**config.mk**
```make
export PLATFORM = sky130hd
export DESIGN_NAME = ysyx_25030093_lsu_axi_master
export DESIGN_NICKNAME = d
export VERILOG_FILES = /design/src/rtl/ysyx_25030093_lsu_pkg.sv /design/src/rtl/ysyx_25030093_lsu_align.sv /design/src/rtl/ysyx_25030093_lsu_axi_master.sv
export SDC_FILE = /design/constraint.sdc
export NUM_CORES = 1
export LEC_CHECK = 0
export CORE_ASPECT_RATIO = 1.2
export CORE_UTILIZATION = 40
export DETAILED_ROUTE_END_ITERATION = 12
export PLACE_DENSITY = 0.72
export SLEW_MARGIN = 20
export SYNTH_ARGS = -nofsm -noshare
export SYNTH_HDL_FRONTEND = slang
export SYNTH_HIERARCHICAL = 1
export SYNTH_SLANG_ARGS = --single-unit
```
**constraint.sdc**
```tcl
create_clock -name clk -period 4.1 [get_ports clk]
set_clock_uncertainty 0.1 [all_clocks]
set_input_delay 0.615 -clock clk [delete_from_list [all_inputs] [get_ports clk]]
set_output_delay 0.615 -clock clk [all_outputs]
set_load 0.03 [all_outputs]
```
**src/rtl/ysyx_25030093_lsu_pkg.sv**
```systemverilog
// Shared types and encodings for the LSU AXI4-Lite initiator.
// Holds the FSM state enum, access-size codes, bus response code and the byte-lane mask helper.
package ysyx_25030093_lsu_pkg;

    typedef enum logic [2:0] {
        ST_IDLE = 3'd0,
        ST_AR   = 3'd1,
        ST_R    = 3'd2,
        ST_WR   = 3'd3,
        ST_B    = 3'd4,
        ST_DONE = 3'd5
    } lsu_state_e;

    localparam logic [1:0] SIZE_B    = 2'b00;
    localparam logic [1:0] SIZE_H    = 2'b01;
    localparam logic [1:0] SIZE_W    = 2'b10;
    localparam logic [1:0] SIZE_BAD  = 2'b11;
    localparam logic [1:0] RESP_OKAY = 2'b00;

    // Unshifted byte-lane mask for an access size.
    function automatic logic [3:0] size_mask(input logic [1:0] size);
        logic [3:0] mask;
        case (size)
            SIZE_B:  mask = 4'b0001;
            SIZE_H:  mask = 4'b0011;
            SIZE_W:  mask = 4'b1111;
            default: mask = 4'b0000;
        endcase
        return mask;
    endfunction

endpackage

```
**src/rtl/ysyx_25030093_lsu_align.sv**
```systemverilog
// Byte-lane alignment for the LSU: store data/strobe placement, load extraction and extension,
// and the misaligned / illegal-size check.
module ysyx_25030093_lsu_align
    import ysyx_25030093_lsu_pkg::*;
(
    input  logic [1:0]  addr_lo,
    input  logic [1:0]  size,
    input  logic        is_unsigned,
    input  logic [31:0] st_data,
    output logic [31:0] st_wdata,
    output logic [3:0]  st_wstrb,
    input  logic [31:0] ld_data,
    output logic [31:0] ld_rdata,
    output logic        misalign
);

    logic [31:0] ld_shift_s;
    logic        sign_b_s;
    logic        sign_h_s;

    assign st_wdata   = st_data << {addr_lo, 3'b000};
    assign ld_shift_s = ld_data >> {addr_lo, 3'b000};
    assign sign_b_s   = ~is_unsigned & ld_shift_s[7];
    assign sign_h_s   = ~is_unsigned & ld_shift_s[15];

    // Write strobe: size mask moved up to the addressed lane.
    always_comb begin
        st_wstrb = 4'b0000;
        case (size)
            SIZE_B:  st_wstrb = size_mask(size) << addr_lo;
            SIZE_H:  st_wstrb = size_mask(size) << addr_lo;
            SIZE_W:  st_wstrb = 4'b1111;
            default: st_wstrb = 4'b0000;
        endcase
    end

    // Load data: pick the lane, then sign- or zero-extend to a full word.
    always_comb begin
        ld_rdata = 32'h0000_0000;
        case (size)
            SIZE_B:  ld_rdata = {{24{sign_b_s}}, ld_shift_s[7:0]};
            SIZE_H:  ld_rdata = {{16{sign_h_s}}, ld_shift_s[15:0]};
            SIZE_W:  ld_rdata = ld_data;
            default: ld_rdata = 32'h0000_0000;
        endcase
    end

    // Illegal size is folded into the misalign flag so one error path covers both.
    always_comb begin
        misalign = 1'b0;
        case (size)
            SIZE_B:  misalign = 1'b0;
            SIZE_H:  misalign = addr_lo[0];
            SIZE_W:  misalign = |addr_lo;
            default: misalign = 1'b1;
        endcase
    end

endmodule

```
**src/rtl/ysyx_25030093_lsu_axi_master.sv**
```systemverilog
// LSU AXI4-Lite initiator: takes one load/store from the EXU, runs AR/R or AW/W/B
// against the SRAM responder and returns a single response. One transaction in flight.
module ysyx_25030093_lsu_axi_master
    import ysyx_25030093_lsu_pkg::*;
#(
    parameter int ADDR_W = 32,
    parameter int DATA_W = 32
) (
    input  logic              clk,
    input  logic              rst_n,
    input  logic              req_valid,
    output logic              req_ready,
    input  logic              req_wen,
    input  logic [1:0]        req_size,
    input  logic              req_unsigned,
    input  logic [ADDR_W-1:0] req_addr,
    input  logic [DATA_W-1:0] req_wdata,
    output logic              resp_valid,
    input  logic              resp_ready,
    output logic [DATA_W-1:0] resp_rdata,
    output logic              resp_err,
    output logic              arvalid,
    input  logic              arready,
    output logic [ADDR_W-1:0] araddr,
    input  logic              rvalid,
    output logic              rready,
    input  logic [DATA_W-1:0] rdata,
    input  logic [1:0]        rresp,
    output logic              awvalid,
    input  logic              awready,
    output logic [ADDR_W-1:0] awaddr,
    output logic              wvalid,
    input  logic              wready,
    output logic [DATA_W-1:0] wdata,
    output logic [3:0]        wstrb,
    input  logic              bvalid,
    output logic              bready,
    input  logic [1:0]        bresp
);

    lsu_state_e  state_r;
    logic [1:0]  addr_lo_r;
    logic [1:0]  size_r;
    logic        unsigned_r;
    logic        aw_done_r;
    logic        w_done_r;

    logic [1:0]  sel_addr_lo_s;
    logic [1:0]  sel_size_s;
    logic        sel_unsigned_s;
    logic [31:0] st_wdata_s;
    logic [3:0]  st_wstrb_s;
    logic [31:0] ld_rdata_s;
    logic        misalign_s;
    logic        aw_fire_s;
    logic        w_fire_s;
    logic        aw_all_s;
    logic        w_all_s;

    assign req_ready = (state_r == ST_IDLE);
    assign aw_fire_s = awvalid & awready;
    assign w_fire_s  = wvalid & wready;
    assign aw_all_s  = aw_done_r | aw_fire_s;
    assign w_all_s   = w_done_r | w_fire_s;

    // The aligner sees the live request while idle and the latched access afterwards.
    always_comb begin
        sel_addr_lo_s  = addr_lo_r;
        sel_size_s     = size_r;
        sel_unsigned_s = unsigned_r;
        if (state_r == ST_IDLE) begin
            sel_addr_lo_s  = req_addr[1:0];
            sel_size_s     = req_size;
            sel_unsigned_s = req_unsigned;
        end else begin
            sel_addr_lo_s  = addr_lo_r;
            sel_size_s     = size_r;
            sel_unsigned_s = unsigned_r;
        end
    end

    ysyx_25030093_lsu_align u_align (
        .addr_lo     (sel_addr_lo_s),
        .size        (sel_size_s),
        .is_unsigned (sel_unsigned_s),
        .st_data     (req_wdata[31:0]),
        .st_wdata    (st_wdata_s),
        .st_wstrb    (st_wstrb_s),
        .ld_data     (rdata[31:0]),
        .ld_rdata    (ld_rdata_s),
        .misalign    (misalign_s)
    );

    // Transaction FSM; every bus and response output is a register updated here.
    always_ff @(posedge clk or negedge rst_n) begin
        if (!rst_n) begin
            state_r    <= ST_IDLE;
            addr_lo_r  <= 2'b00;
            size_r     <= SIZE_B;
            unsigned_r <= 1'b0;
            aw_done_r  <= 1'b0;
            w_done_r   <= 1'b0;
            arvalid    <= 1'b0;
            araddr     <= '0;
            rready     <= 1'b0;
            awvalid    <= 1'b0;
            awaddr     <= '0;
            wvalid     <= 1'b0;
            wdata      <= '0;
            wstrb      <= 4'b0000;
            bready     <= 1'b0;
            resp_valid <= 1'b0;
            resp_rdata <= '0;
            resp_err   <= 1'b0;
        end else begin
            case (state_r)
                ST_IDLE: begin
                    if (req_valid) begin
                        addr_lo_r  <= req_addr[1:0];
                        size_r     <= req_size;
                        unsigned_r <= req_unsigned;
                        if (misalign_s) begin
                            state_r    <= ST_DONE;
                            resp_valid <= 1'b1;
                            resp_err   <= 1'b1;
                            resp_rdata <= '0;
                        end else if (req_wen) begin
                            state_r   <= ST_WR;
                            awvalid   <= 1'b1;
                            wvalid    <= 1'b1;
                            awaddr    <= req_addr;
                            wdata     <= st_wdata_s;
                            wstrb     <= st_wstrb_s;
                            aw_done_r <= 1'b0;
                            w_done_r  <= 1'b0;
                        end else begin
                            state_r <= ST_AR;
                            arvalid <= 1'b1;
                            araddr  <= req_addr;
                        end
                    end
                end
                ST_AR: begin
                    if (arvalid && arready) begin
                        arvalid <= 1'b0;
                        rready  <= 1'b1;
                        state_r <= ST_R;
                    end
                end
                ST_R: begin
                    if (rvalid && rready) begin
                        rready     <= 1'b0;
                        resp_rdata <= ld_rdata_s;
                        resp_err   <= (rresp != RESP_OKAY);
                        resp_valid <= 1'b1;
                        state_r    <= ST_DONE;
                    end
                end
                ST_WR: begin
                    if (aw_fire_s) begin
                        awvalid <= 1'b0;
                    end
                    if (w_fire_s) begin
                        wvalid <= 1'b0;
                    end
                    // AW and W may finish in either order or together.
                    if (aw_all_s && w_all_s) begin
                        bready    <= 1'b1;
                        aw_done_r <= 1'b0;
                        w_done_r  <= 1'b0;
                        state_r   <= ST_B;
                    end else begin
                        aw_done_r <= aw_all_s;
                        w_done_r  <= w_all_s;
                    end
                end
                ST_B: begin
                    if (bvalid && bready) begin
                        bready     <= 1'b0;
                        resp_err   <= (bresp != RESP_OKAY);
                        resp_rdata <= '0;
                        resp_valid <= 1'b1;
                        state_r    <= ST_DONE;
                    end
                end
                ST_DONE: begin
                    if (resp_ready) begin
                        resp_valid <= 1'b0;
                        state_r    <= ST_IDLE;
                    end
                end
                default: begin
                    state_r    <= ST_IDLE;
                    arvalid    <= 1'b0;
                    rready     <= 1'b0;
                    awvalid    <= 1'b0;
                    wvalid     <= 1'b0;
                    bready     <= 1'b0;
                    resp_valid <= 1'b0;
                end
            endcase
        end
    end

endmodule

```
# --- Yosys cells after proc, flatten, opt, wreduce, memory -nomap -nowiden ---
# Index checks and enable logic that the tools add are counted.
word_totals:
  reg_bits: 149
  wordCells: 139
classes:
  eq_ne: 19
  n_shift: 4
  n_mux: 56
  bitwise_logic: 14
  reduce_logical: 28
op_table:
  columns: ["operator", "n"]
  rows:
  - ["$pmux W32 S3", 2]
  - ["$mux W32", 4]
  - ["$shl A32 B5 Y32", 1]
  - ["$shr A32 B5 Y16", 1]
  - ["$mux W1", 26]
  - ["$mux W3", 7]
  - ["$pmux W1 S3", 7]
  - ["$ne A2 B2 Y1 const B", 10]
  - ["$reduce_and A5 Y1", 4]
  - ["$pmux W3 S6", 1]
  - ["$reduce_or A4 Y1", 4]
  - ["$pmux W4 S3", 1]
  - ["$reduce_and A4 Y1", 3]
  - ["$reduce_and A6 Y1", 2]
  - ["$mux W4", 2]
  - ["$not A1 Y1", 8]
  - ["$shl A4 B2 Y4", 2]
  - ["$eq A3 B2 Y1 const B", 2]
  - ["$eq A3 B3 Y1 const B", 2]
  - ["$mux W2", 3]
  - ["$reduce_and A3 Y1", 2]
  - ["$reduce_bool A2 Y1", 3]
  - ["$pmux W1 S5", 1]
  - ["$and A1 B1 Y1", 4]
  - ["12 further kinds", 19]

# --- Logic depth before layout (Yosys ltp) ---
# Gate-level depths: netlist (run 1).
depth:
  ltp_word: 7
  depth_mapped: 15
  mapped_depth_nobuf: 9

# --- Modules after synthesis ---
# Netlist (run 1), hierarchy kept.
by_module_without_submodules:
  columns: ["module", "instances", "cells_each", "area_per_inst_um2"]
  rows:
  - ["ysyx_25030093_lsu_axi_master", 1, 465, 6267.3]
  - ["ysyx_25030093_lsu_align", 1, 189, 1267.5]

# --- Worst setup path before layout (run 1) ---
# OpenSTA, ideal clock, no wires.
synth_timing:
  path_type: "register to register"
  start: "reg state_r[0]"
  end: "reg awaddr[0]"
  setup_time_ps: 127
  t_arrival_ps: 3192
  setup_slack_ps: 681
  stages_incl_launch_ff: 15
  path_buffers: 6
  period_less_slack_ps: 3419
  cell_sequence: "dfrtp_1 or2_4 nor2_8 mux2_2 buf_4 buf_2 buf_2 buf_2 a21oi_1 nor2_1 nand3b_1 nor3_4 buf_4 buf_6 mux2_1"
synth_via:
  elab_chain_cells: 6
synth_lines:
  columns: ["item", "line_no", "rtl"]
  rows:
  - ["from (decl)", "ysyx_25030093_lsu_axi_master.sv:41", "lsu_state_e state_r;"]
  - ["from (signal assigned)", "ysyx_25030093_lsu_axi_master.sv:97", "state_r <= ST_IDLE;"]
  - ["from (signal assigned)", "ysyx_25030093_lsu_axi_master.sv:123", "state_r <= ST_DONE;"]
  - ["from (signal assigned)", "ysyx_25030093_lsu_axi_master.sv:128", "state_r <= ST_WR;"]
  - ["$logic_not A3 Y1 (*)", null, null]
  - ["named net req_ready", "ysyx_25030093_lsu_axi_master.sv:12", "output logic req_ready,"]
  - ["$mux W2 (*)", "ysyx_25030093_lsu_axi_master.sv:71", "if (state_r == ST_IDLE) begin"]
  - ["named net sel_addr_lo_s[0]", "ysyx_25030093_lsu_axi_master.sv:48", "logic [1:0] sel_addr_lo_s;"]
  - ["$reduce_or A2 Y1", "ysyx_25030093_lsu_align.sv:54", "SIZE_W: misalign = |addr_lo;"]
  - ["$pmux W1 S3 (*)", "ysyx_25030093_lsu_align.sv:51", "case (size)"]
  - ["named net misalign_s", "ysyx_25030093_lsu_axi_master.sv:54", "logic misalign_s;"]
  - ["$not A1 Y1 (no source line) (*)", null, null]
  - ["$reduce_and A4 Y1 (no source line) (*)", null, null]
  - ["to (signal assigned)", "ysyx_25030093_lsu_axi_master.sv:131", "awaddr <= req_addr;"]
  - ["to (decl)", "ysyx_25030093_lsu_axi_master.sv:31", "output logic [ADDR_W-1:0] awaddr,"]
# The timed path passes the listed nets; every way through them passes the cells marked *.
# A chain may end at the register's enable or synchronous reset.

# --- Final worst setup path (run 1) ---
layout_timing:
  start: "reg state_r[0]"
  end: "reg resp_rdata[14]"
layout_via:
  elab_chain_cells: 7
layout_lines:
  columns: ["item", "line_no", "rtl"]
  rows:
  - ["$logic_not A3 Y1 (*)", "ysyx_25030093_lsu_axi_master.sv:71", null]
  - ["$mux W2 (*)", "ysyx_25030093_lsu_axi_master.sv:71", null]
  - ["named net sel_addr_lo_s[0]", "ysyx_25030093_lsu_axi_master.sv:48", null]
  - ["$shr A32 B5 Y16 (*)", "ysyx_25030093_lsu_align.sv:22", "assign ld_shift_s = ld_data >> {addr_lo, 3'b000};"]
  - ["$and A1 B1 Y1", "ysyx_25030093_lsu_align.sv:23", "assign sign_b_s = ~is_unsigned & ld_shift_s[7];"]
  - ["$pmux W32 S3 (*)", "ysyx_25030093_lsu_align.sv:40", "case (size)"]
  - ["named net ld_rdata_s[14]", "ysyx_25030093_lsu_axi_master.sv:53", "logic [31:0] ld_rdata_s;"]
  - ["$mux W32 (*)", "ysyx_25030093_lsu_axi_master.sv:151", "if (rvalid && rready) begin"]
  - ["$pmux W32 S3 (*)", "ysyx_25030093_lsu_axi_master.sv:116", "case (state_r)"]
  - ["to (signal assigned)", "ysyx_25030093_lsu_axi_master.sv:153", "resp_rdata <= ld_rdata_s;"]
  - ["to (decl)", "ysyx_25030093_lsu_axi_master.sv:20", "output logic [DATA_W-1:0] resp_rdata,"]
# The timed path passes the listed nets; every way through them passes the cells marked *. The select of a mux whose other input is x is not followed.

==> metrics.md, run 1 <==
| Metric | Value |
|---|---|
| Number of buffers inserted by post-CTS setup repair | `0` |
| Global routing usage summed across all routing layers | `21.66%` |
| Initial antenna violation count | `0` |
| Routed len/inst | `between 15 and 20 um` |
| Number of inserted diodes | `0` |
| Maximum number of pins on one net before global-route repair | `108` |
| Via count | `between 5000 and 6000` |
| Initial cell density of the core | `41.15%` |
| Proportion of register bits with asynchronous set or reset after synthesis | `100.0%` |
| Buffers on Ports | `between 200 and 300` |
| Global-route wire length before repair | `32460 um` |
| Synthesis-stage register bit count | `about 150` |
| Max-cap viol count | `0` |
| Fraction of final layout cells sized beyond drive strength 1 | `~18%` |
| Net switching power figure | `4.066 mW` |
| Leading cell type in the layout, fill and taps excluded | `clkdlybuf4s50_1` |
| Count of cell types in the netlist | `53` |
| Wire length reported by the detailed router | `20320 um` |
| Hold Crit Endpoint | `wdata[27]` |
| Transition at the pin with the smallest max-transition slack | `679.9 ps` |
| Count of H-tree levels built during CTS | `4` |
| Post-route clock period utilization | `78.22%` |
| Number of detailed-route iterations in the first pass | `4` |
| Arrival time of data at the critical path endpoint | `~3400 ps` |
| Top-level I/O count | `253` |
| Worst reg2reg startpoint | `state_r[0]` |
| CTS sink cnt | `about 150` |
| Logic depth of the worst register-to-register path | `11` |
| Via count of the first global-routing pass | `6048` |
| Required time at the worst-slack endpoint | `4280 ps` |
| 1st-iter DRT viols | `222` |
| Final std cell area, no fill | `10860 sq um` |
| Worst hold-check path type | `reg2reg` |
| CORE AREA | `18310 sq um` |
| Post-Place Cell Area | `10250 sq um` |
| Launching element type of the critical path | `flop` |
| Worst-skew pair later-pin latency | `approximately 420 ps` |
| Register area share after synthesis | `roughly half` |
| WHS Path Cells | `1` |
| HPWL Detailed | `around 14000 um` |
| Ratio of routed vias to standard cells | `5.054` |
| Cell area power density | `just under 900 nW/um^2` |
| Global route overflow | `0` |
| Outcome | `finished, final reports clean` |
| Netlist area before placement | `7535 sq um` |
| Height of the chip | `152.3 um` |
| Average instance area after synthesis | `11.52 sq um` |
| Reg power frac | `about a quarter` |
| Chip width | `127.3 um` |
| Peak VDD IR | `approximately 0.44 mV` |
| Placer's final routability congestion estimate | `~0.78` |
| Top flip-flop cell by instance count after synthesis | `dfrtp_1` |
| Power share of the clock group | `between 15 and 20%` |
| Internal power component | `between 5 and 6 mW` |
| Number of warnings reported in the yosys synthesis log | `6` |
| Class of the most critical setup path | `reg2reg` |
| Clock slew seen by the registers of the worst setup and hold paths | `60 ps` |
| CP Capture Type | `flop` |
| RR Endpoint | `resp_rdata[14]` |
| Number of rows created at floorplan | `between 50 and 60` |
| Highest clock frequency the design can meet | `311.8 MHz` |
| CTS tree | `yes` |
| Number of buffers added by the clock tree synthesis step | `17` |
| Number of synthesized flops with an enable pin | `0` |
| P&R area growth vs syn | `44.12%` |
| Cells after synthesis | `between 600 and 700` |
| Register-to-Register Setup Slack | `890 ps` |
| Standby leakage power | `4.744 nW` |
| Crit path max fanout | `20` |
| Setup TNS | `0 ps` |
| DRC violations left | `0` |
| Total setup violations reported at the end of the flow | `0` |
| Total design power | `9.498 mW` |
| Die area | `~19000 sq um` |
| Antenna viol nets, final | `0` |
| Launching instance or port of the critical path | `state_r[0]` |
| Hold path startpoint | `wdata[27]` |
| Number of nets produced by synthesis | `769` |
| Fraction of power spent switching nets | `42.81%` |
| Commonest non-fill, non-tap cells in the layout | `clkdlybuf4s50_1 (251), dfrtp_1 (149), mux2_2 (97)` |
| Share of total power in combinational logic | `58.1%` |
| Slew Viols, Final | `0` |
| Shortest period the worst path allows | `between 3000 and 4000 ps` |
| Number of buffers on the longest clock path | `2` |
| Number of nets in the layout | `1013` |
| Unrepaired setup endpoints after global routing | `false` |
| Relative slew margins | `a little over half` |
| Final number of hold-violating endpoints | `0` |
| Clock root buffer | `clkbuf_16` |
per-stage QoR:
step	hold slack (ps)	std cells	util (%)	worst slack, ps
final	381.2	1163	59.31	893.1
after global routing	404.9	1163	59.31	702.5
after CTS	271.7	1161	59.10	868.2
after detailed placement	373.8	1129	55.96	709.6
after global placement	366.4	1129	55.96	756.5
after floorplan	219.4	654	-	680.7
cells by family (layout without fill, tap and decap cells):
| group | Yosys count | in the layout | synth area share, % |
|---|---|---|---|
| mux | 174 | 174 | 25.31 |
| flops | 149 | 149 | 49.49 |
| simple gates | 142 | 142 | 9.681 |
| compound gates | 106 | 106 | 9.897 |
| buf+inv | 81 | 338 | 5.297 |
| fa+ha+maj | 2 | 2 | 0.3321 |
layer usage:
| metal | vias up | GRT usage, % | wire length [um] |
|---|---|---|---|
| met4 | 0 | 6.349 | 232 |
| met3 | 21 | 8.216 | 1716 |
| met1 | 2871 | 25.98 | 8438 |
| met2 | 198 | 35.94 | 9933 |
| li1 | 2788 | - | - |
| met5 | - | 0 | 0 |
power by group through the flow:
| stage | logic (mW) | registers (mW) | clock network [mW] |
|---|---|---|---|
| 2_1_floorplan | 2.52 | 3.60 | 0 |
| 3_3_place_gp | 5.50 | 2.43 | 0 |
| 3_5_place_dp | 5.53 | 2.45 | 0 |
| 4_1_cts | 5.56 | 2.44 | 1.58 |
| 5_1_grt | 5.89 | 2.52 | 1.66 |
| 6_report | 5.52 | 2.43 | 1.54 |
cells in the mapped netlist, types with 3 or more instances:
master    number  area share, %
dfrtp_1      149             49
mux2_2        97             14
nand2_1       69            3.4
mux2i_1       54            7.2
inv_1         34            1.7
o21ai_0       24            1.6
mux2_1        21            3.1
nor2_1        20            1.0
a21oi_1       19            1.3
a21o_1        16            1.6
buf_2         16            1.1
clkbuf_1      15           0.75
nor2b_1       14            1.2
a211oi_1      10            1.0
a221o_1        9            1.2
a22oi_1        8           0.80
and2_1         8           0.66
buf_6          8            1.2
nor3_1         8           0.53
a22o_1         7           0.81
buf_4          4           0.40
buf_1          3           0.15
nand2b_1       3           0.25
nor3b_1        3           0.30
critical path, stage by stage (launching register included):
cell and delay [ps]:
dfrtp_1 390, or2_4 310, nor2_8 180, mux2_2 520, buf_4 280, buf_4 250
nor2b_1 160, buf_4 200, a22o_1 190, a221o_1 330, nand2_1 70, mux2i_1 80
flip-flops by register name, indices dropped and copies added (netlist names), 2 cells and up:
signal	count
araddr	32
wdata	32
resp_rdata	32
state_r	3
awaddr	32
wstrb	4
size_r	2
addr_lo_r	2
repair_timing:
item | 4_1_cts | 5_1_grt
endpoints found under the hold margin | 0 | 29
hold buffers | 0 | 1
gates resized for setup | 0 | 0
endpoints found under the setup margin | 0 | 0
final cells by class:
class	count	area, sq um
clock inverters	12	118.9
fillers	1573	7451
inverters	35	131.4
clock buffers	20	456.7
multi-input cells	424	3407
repair buffers	271	2701
flip-flops and latches	149	3729
well taps	252	315.3
worst max path at each step:
stage | to | slack (ps) | cells after the start
4_1_cts | resp_rdata[14] | 870 | 10
3_3_place_gp | awaddr[16] | 760 | 8
5_1_grt | awaddr[5] | 700 | 9
2_1_floorplan | awaddr[0] | 680 | 14
3_5_place_dp | resp_rdata[14] | 710 | 9
6_report | resp_rdata[14] | 890 | 11
Power figures use the tool's default switching activity.
==> run 2: changes to the inputs <==
==> constraint.sdc (replaced) <==
create_clock -name clk -period 3 [get_ports clk]
set_clock_uncertainty 0.1 [all_clocks]
set_input_delay 0.45 -clock clk [delete_from_list [all_inputs] [get_ports clk]]
set_output_delay 0.45 -clock clk [all_outputs]
set_load 0.03 [all_outputs]
==> run 2 against run 1 <==
Compared with the run above:
- the run now ends with hold timing left
- core utilization is 0.77 points higher
- count of clock-buffer cells in the layout is 3 lower
- sequential share of layout area is 0.44 points lower
- critical path depth is 1 lower
- sequential power is 37% higher
- fmax is 12% higher
- global-route usage hardly changed
- register-to-register slack worse by 760 ps
- combinational power is 41% higher
- highest routed layer unchanged
==> metrics.md, run 2 (synthesized netlist as in run 1, its figures left out) <==
| Metric | Value |
|---|---|
| Outcome | `finished, violations left` |
| Violations in the final reports | `hold timing` |
| Area of combinational cells with multiple inputs | `3428 sq um` |
| Number of buffers on the longest clock path | `2` |
| Fraction of final layout cells sized beyond drive strength 1 | `a little under a fifth` |
| Number of buffers added by the clock tree synthesis step | `17` |
| Slew Viols, Final | `0` |
| Final number of hold-violating endpoints | `23` |
| Number of detailed-route iterations in the first pass | `5` |
| Cell breakdown of the critical path | `or2_4 > nor2_8 > mux2_2 > nor3_4 > nor2_2 > nand3b_1 > nor3_4 > buf_12 > buf_12 > mux2_2` |
| Logic depth of the worst register-to-register path | `10` |
| DRC violations left | `0` |
| Top-level I/O count | `253` |
| Clock slew seen by the registers of the worst setup and hold paths | `60 ps` |
| Setup slack at placement | `between 40 and 50 ps` |
| Transition at the pin with the smallest max-transition slack | `948.2 ps` |
| CTS sink cnt | `~150` |
| Antenna viol nets, final | `0` |
| Shortest period the worst path allows | `2871 ps` |
| Buffers on Ports | `approximately 250` |
| Bufs and invs on worst path | `2` |
| 1st-iter DRT viols | `196` |
| Placer's final routability congestion estimate | `0.8217` |
| Post-route clock period utilization | `95.71%` |
| P&R area growth vs syn | `46.00%` |
| Height of the chip | `approximately 150 um` |
| Arrival time of data at the critical path endpoint | `~3000 ps` |
| Total setup violations reported at the end of the flow | `0` |
| Via count of the first global-routing pass | `6095` |
| HPWL Detailed | `between 10000 and 15000 um` |
| Relative slew margins | `36.79%` |
| Global-route wire length before repair | `32590 um` |
| Slack of the critical path | `128.8 ps` |
| Launching element type of the critical path | `flop` |
| Count of H-tree levels built during CTS | `4` |
| Max-cap viol count | `0` |
| Unrepaired setup endpoints after global routing | `false` |
| CORE AREA | `18310 sq um` |
| Kind of cell with the highest combined delay on the critical path | `simple AND/OR/NAND/NOR gates` |
| Ratio of routed vias to standard cells | `between 5 and 6` |
| Maximum number of pins on one net before global-route repair | `150` |
| Sequential cell area | `3729 sq um` |
| Crit path max fanout | `22` |
| Clock root buffer | `clkbuf_16` |
| Initial cell density of the core | `about two fifths` |
| Chip width | `127.3 um` |
| Commonest non-fill, non-tap cells in the layout | `clkdlybuf4s50_1 (251), dfrtp_1 (149), mux2_2 (96)` |
| Worst hold-check path type | `in2async` |
| Highest clock frequency the design can meet | `348.3 MHz` |
| Global routing usage summed across all routing layers | `21.63%` |
| Class of the most critical setup path | `reg2reg` |
| Standby leakage power | `4.801 nW` |
| Critical-path cell with the highest stage delay | `mux2_2` |
| Wire length reported by the detailed router | `20170 um` |
| Cell area power density | `1201 nW/um^2` |
| CTS tree | `yes` |
| Required time at the worst-slack endpoint | `3200 ps` |
| Via count | `5896` |
| Leading cell type in the layout, fill and taps excluded | `clkdlybuf4s50_1` |
| Highest cell delay on the worst timing path | `410 ps` |
| Worst-skew pair later-pin latency | `420 ps` |
| Routed len/inst | `17.23 um` |
| Number of inserted diodes | `0` |
| Die area | `19390 sq um` |
| Number of rows created at floorplan | `54` |
| Global route overflow | `0` |
| Number of fill cells in the layout | `between 1500 and 2000` |
| Number of nets in the layout | `1022` |
| Final worst hold slack | `-47.47 ps` |
| CP Capture Type | `flop` |
| Stages on the worst setup path | `10` |
| Peak VDD IR | `0.7087 mV` |
| Initial antenna violation count | `0` |
| Setup TNS | `0 ps` |
-- run 2: cell count changes in the layout (fill, tap and decap cells not counted), moves of 2 or more --
cell,before,now
buf_12,1,7
buf_4,16,19
clkinvlp_4,2,5
buf_6,1,3
clkbuf_8,2,0
clkinv_2,2,0
-- run 2: what timing repair did --
item,CTS,global route
endpoints found under the setup margin,0,21
resized for setup,0,2
setup buffers,0,0
hold buffers,0,0
-- run 2: path summary, 6_finish.rpt --
kind,end,from,slack [ps]
setup reg to reg,wdata[10],state_r[1],130
max in group asynchronous,wdata[17],rst_n,2050
hold / removal,resp_valid,rst_n,-50
setup / recovery,wdata[10],state_r[1],130
hold reg to reg,resp_valid,resp_valid,380
min in group clk,resp_valid,resp_valid,380
-- run 2: power by group --
group	leakage [nW]	internal, mW	switching, mW
registers	1.89	2.88	0.448
clock network	0.263	1.16	0.931
logic	2.65	3.52	4.27
total	4.80	7.56	5.65
-- run 2: area by class of cell --
type                            instances  area share (%)
Clock buffer                           17           3.867
Sequential cell                       149           33.89
Inverter                               35           1.194
Tap cell                              252           2.866
Timing Repair Buffer                  280           25.72
Clock inverter                         14           1.297
Multi-Input combinational cell        424           31.16
-- run 2: metrics by stage --
step | cells | total power, mW | instance area, sq um | utilization, % | hold WS, ps
6_report | 1171 | 13.21 | 11000 | 60.08 | -47.47
5_1_grt | 1171 | 13.98 | 11000 | 60.08 | 127.1
4_1_cts | 1171 | 13.32 | 10990 | 60.04 | 100.4
3_5_place_dp | 1140 | 11.16 | 10430 | 56.94 | 373.8
3_3_place_gp | 1140 | 11.07 | 10430 | 56.94 | 360.9
2_1_floorplan | 654 | 8.499 | 7609 | - | 54.41
-- run 2: layer usage --
layer	up-vias	part of all wire, %	global-route usage (%)
met2	222	48	34.11
li1	2798	-	-
met4	0	2.6	9.070
met5	-	0	0
met1	2839	41	26.69
met3	37	8.3	7.760
==> run 3: changes to the inputs <==
--- a/config.mk
+++ b/config.mk
@@ -5,10 +5,14 @@
 export SDC_FILE = /design/constraint.sdc
 export NUM_CORES = 1
 export LEC_CHECK = 0
+export CAP_MARGIN = 10
+export CELL_PAD_IN_SITES_DETAIL_PLACEMENT = 0
+export CELL_PAD_IN_SITES_GLOBAL_PLACEMENT = 1
 export CORE_ASPECT_RATIO = 1.2
-export CORE_UTILIZATION = 40
+export CORE_UTILIZATION = 36
+export CTS_CLUSTER_DIAMETER = 50
 export DETAILED_ROUTE_END_ITERATION = 12
-export PLACE_DENSITY = 0.72
+export PLACE_DENSITY_LB_ADDON = 0.1
 export SLEW_MARGIN = 20
 export SYNTH_ARGS = -nofsm -noshare
 export SYNTH_HDL_FRONTEND = slang
==> run 3 against run 2 <==
Compared with the run above:
- the run now ends clean
- non-clock buffer count grew 1
- cell area grew 0.41%
- clock power grew 3%
- via count grew 0.86%
- sequential share of layout area shrank 0.14 points
- total power grew 1.0%
- count of clock-buffer cells in the layout is the same
- sequential cell count is the same
- critical path depth is the same
- combinational power grew 0.5%
- first-iteration DRC count is the same
- fmax grew 0.46%
- largest power group unchanged
==> metrics.md, run 3 (synthesized netlist as in run 1, its figures left out) <==
| Metric | Value |
|---|---|
| Outcome | `finished, final reports clean` |
| Clock root buffer | `clkbuf_16` |
| Global-route wire length before repair | `33580 um` |
| HPWL Detailed | `15380 um` |
| CORE AREA | `between 20000 and 25000 sq um` |
| RR Endpoint | `awaddr[6]` |
| Max-cap viol count | `0` |
| Fraction of final layout cells sized beyond drive strength 1 | `19.44%` |
| Number of nets in the layout | `1023` |
| Standby leakage power | `4.823 nW` |
| Worst reg2reg startpoint | `state_r[1]` |
| Hold Crit Endpoint | `wdata[30]` |
| Post-route clock period utilization | `95.27%` |
| Buffers on Ports | `252` |
| CP Capture Type | `flop` |
| Number of fill cells in the layout | `roughly 1800` |
| Relative slew margins | `49.50%` |
| Leading cell type in the layout, fill and taps excluded | `clkdlybuf4s50_1` |
| Transition at the pin with the smallest max-transition slack | `between 700 and 800 ps` |
| Final std cell area, no fill | `11050 sq um` |
| Number of buffers inserted by post-CTS setup repair | `0` |
| Unrepaired setup endpoints after global routing | `false` |
| Ratio of routed vias to standard cells | `5.014` |
| Clock slew seen by the registers of the worst setup and hold paths | `around 70 ps` |
| Commonest non-fill, non-tap cells in the layout | `clkdlybuf4s50_1 (251), dfrtp_1 (149), mux2_2 (96)` |
| Wire length reported by the detailed router | `21280 um` |
| WHS Path Cells | `1` |
| Register-to-Register Setup Slack | `140 ps` |
| Via count | `5947` |
| Placed cell count | `1153` |
| Via count of the first global-routing pass | `between 6000 and 7000` |
| Number of buffers on the longest clock path | `2` |
| Initial cell density of the core | `36.94%` |
| 1st-iter DRT viols | `196` |
| Count of H-tree levels built during CTS | `4` |
| Number of detailed-route iterations in the first pass | `4` |
| Highest clock frequency the design can meet | `around 350 MHz` |
| Cell area power density | `~1200 nW/um^2` |
| Shortest period the worst path allows | `2858 ps` |
| Chip width | `approximately 130 um` |
| Arrival time of data at the critical path endpoint | `3070 ps` |
| Worst-skew pair later-pin latency | `about 430 ps` |
| Top-level I/O count | `253` |
| Class of the most critical setup path | `reg2reg` |
| CTS sink cnt | `149` |
| Post-Place Cell Area | `10440 sq um` |
| Launching element type of the critical path | `flop` |
| Height of the chip | `160.5 um` |
| Post-layout instance count excluding filler cells | `between 1000 and 1500` |
| Worst hold-check path type | `reg2reg` |
| Routed len/inst | `17.94 um` |
| P&R area growth vs syn | `46.60%` |
| Number of inserted diodes | `0` |
| Logic depth of the worst register-to-register path | `10` |
| Final number of hold-violating endpoints | `0` |
| Number of rows created at floorplan | `57` |
| DRC violations left | `0` |
| Global routing usage summed across all routing layers | `20.23%` |
| Initial antenna violation count | `0` |
| Global route overflow | `0` |
| Total setup violations reported at the end of the flow | `0` |
| Crit path max fanout | `25` |
| Maximum number of pins on one net before global-route repair | `64` |
| Slew Viols, Final | `0` |
| Number of buffers added by the clock tree synthesis step | `17` |
| Die area | `21510 sq um` |
| Required time at the worst-slack endpoint | `3210 ps` |
| Hold path startpoint | `wdata[30]` |
| Placer's final routability congestion estimate | `~0.78` |
| CTS tree | `yes` |
| Antenna viol nets, final | `0` |
| Peak VDD IR | `approximately 0.56 mV` |
==> run 3: changes by cell type in the layout (fill, tap and decap cells not counted), sizes merged <==
cell         delta
inv             +3
dlygate4sd3     +1
clkinv          +1
clkinvlp        -3
==> run 3: layout make-up <==
cell class | count | area [sq um] | share of cell area, %
flip-flops and latches | 149 | 3729 | 33.76
multi-input cells | 424 | 3433 | 31.08
repair buffers | 281 | 2831 | 25.63
clock buffers | 17 | 425.4 | 3.851
well taps | 265 | 331.6 | 3.002
clock inverters | 15 | 163.9 | 1.484
inverters | 35 | 131.4 | 1.189
==> run 3: worst max-delay path, cell delays in order (launching register included) <==
cell and delay [ps]:
dfrtp_1 380, or2_4 300, nor2_8 180, mux2_2 410, nor3_4 210, nor2_2 60, nand3b_1 210, nor3_4 200
buf_12 150, buf_12 180, mux2_2 350
==> run 3: worst max-delay path by stage <==
stage,start,to,slack [ps],depth (start not counted)
final,state_r[1],awaddr[6],140,10
after detailed placement,req_size[0],resp_rdata[10],40,9
after floorplan,state_r[1],awaddr[0],-240,14
after CTS,state_r[1],awaddr[6],70,10
after global routing,state_r[1],araddr[6],10,10
after global placement,req_size[0],resp_rdata[10],120,9
==> run 3: stage by stage <==
step	setup TNS, ps	power (mW)	worst slack, ps	util (%)	hold WS, ps
5_1_grt	0	14.12	9.875	54.15	409.8
2_1_floorplan	-13680	8.499	-236.6	-	54.41
3_5_place_dp	0	11.25	38.56	51.19	373.7
3_3_place_gp	0	11.13	124.2	51.19	358.8
4_1_cts	0	13.49	73.89	54.13	393.4
6_report	0	13.34	141.9	54.15	388.4
==> run 3: per-layer routing <==
layer,global-route usage (%),wire (um),part of all wire (%)
met2,33.25,10340,49
met5,0,0,0
met4,8.938,652,3.1
met3,7.797,1871,8.8
met1,23.26,8413,40
==> run 3: report_power, final <==
group,leakage [nW],total [mW],switching [mW],internal (mW)
clock network,0.286,2.15,0.965,1.18
registers,1.89,3.37,0.489,2.88
logic,2.65,7.83,4.31,3.52
==> run 3: what timing repair did <==
action	CTS	global route
gates resized for setup	0	2
hold buffers	1	0
hold endpoints to repair	59	0
endpoints found under the setup margin	0	43
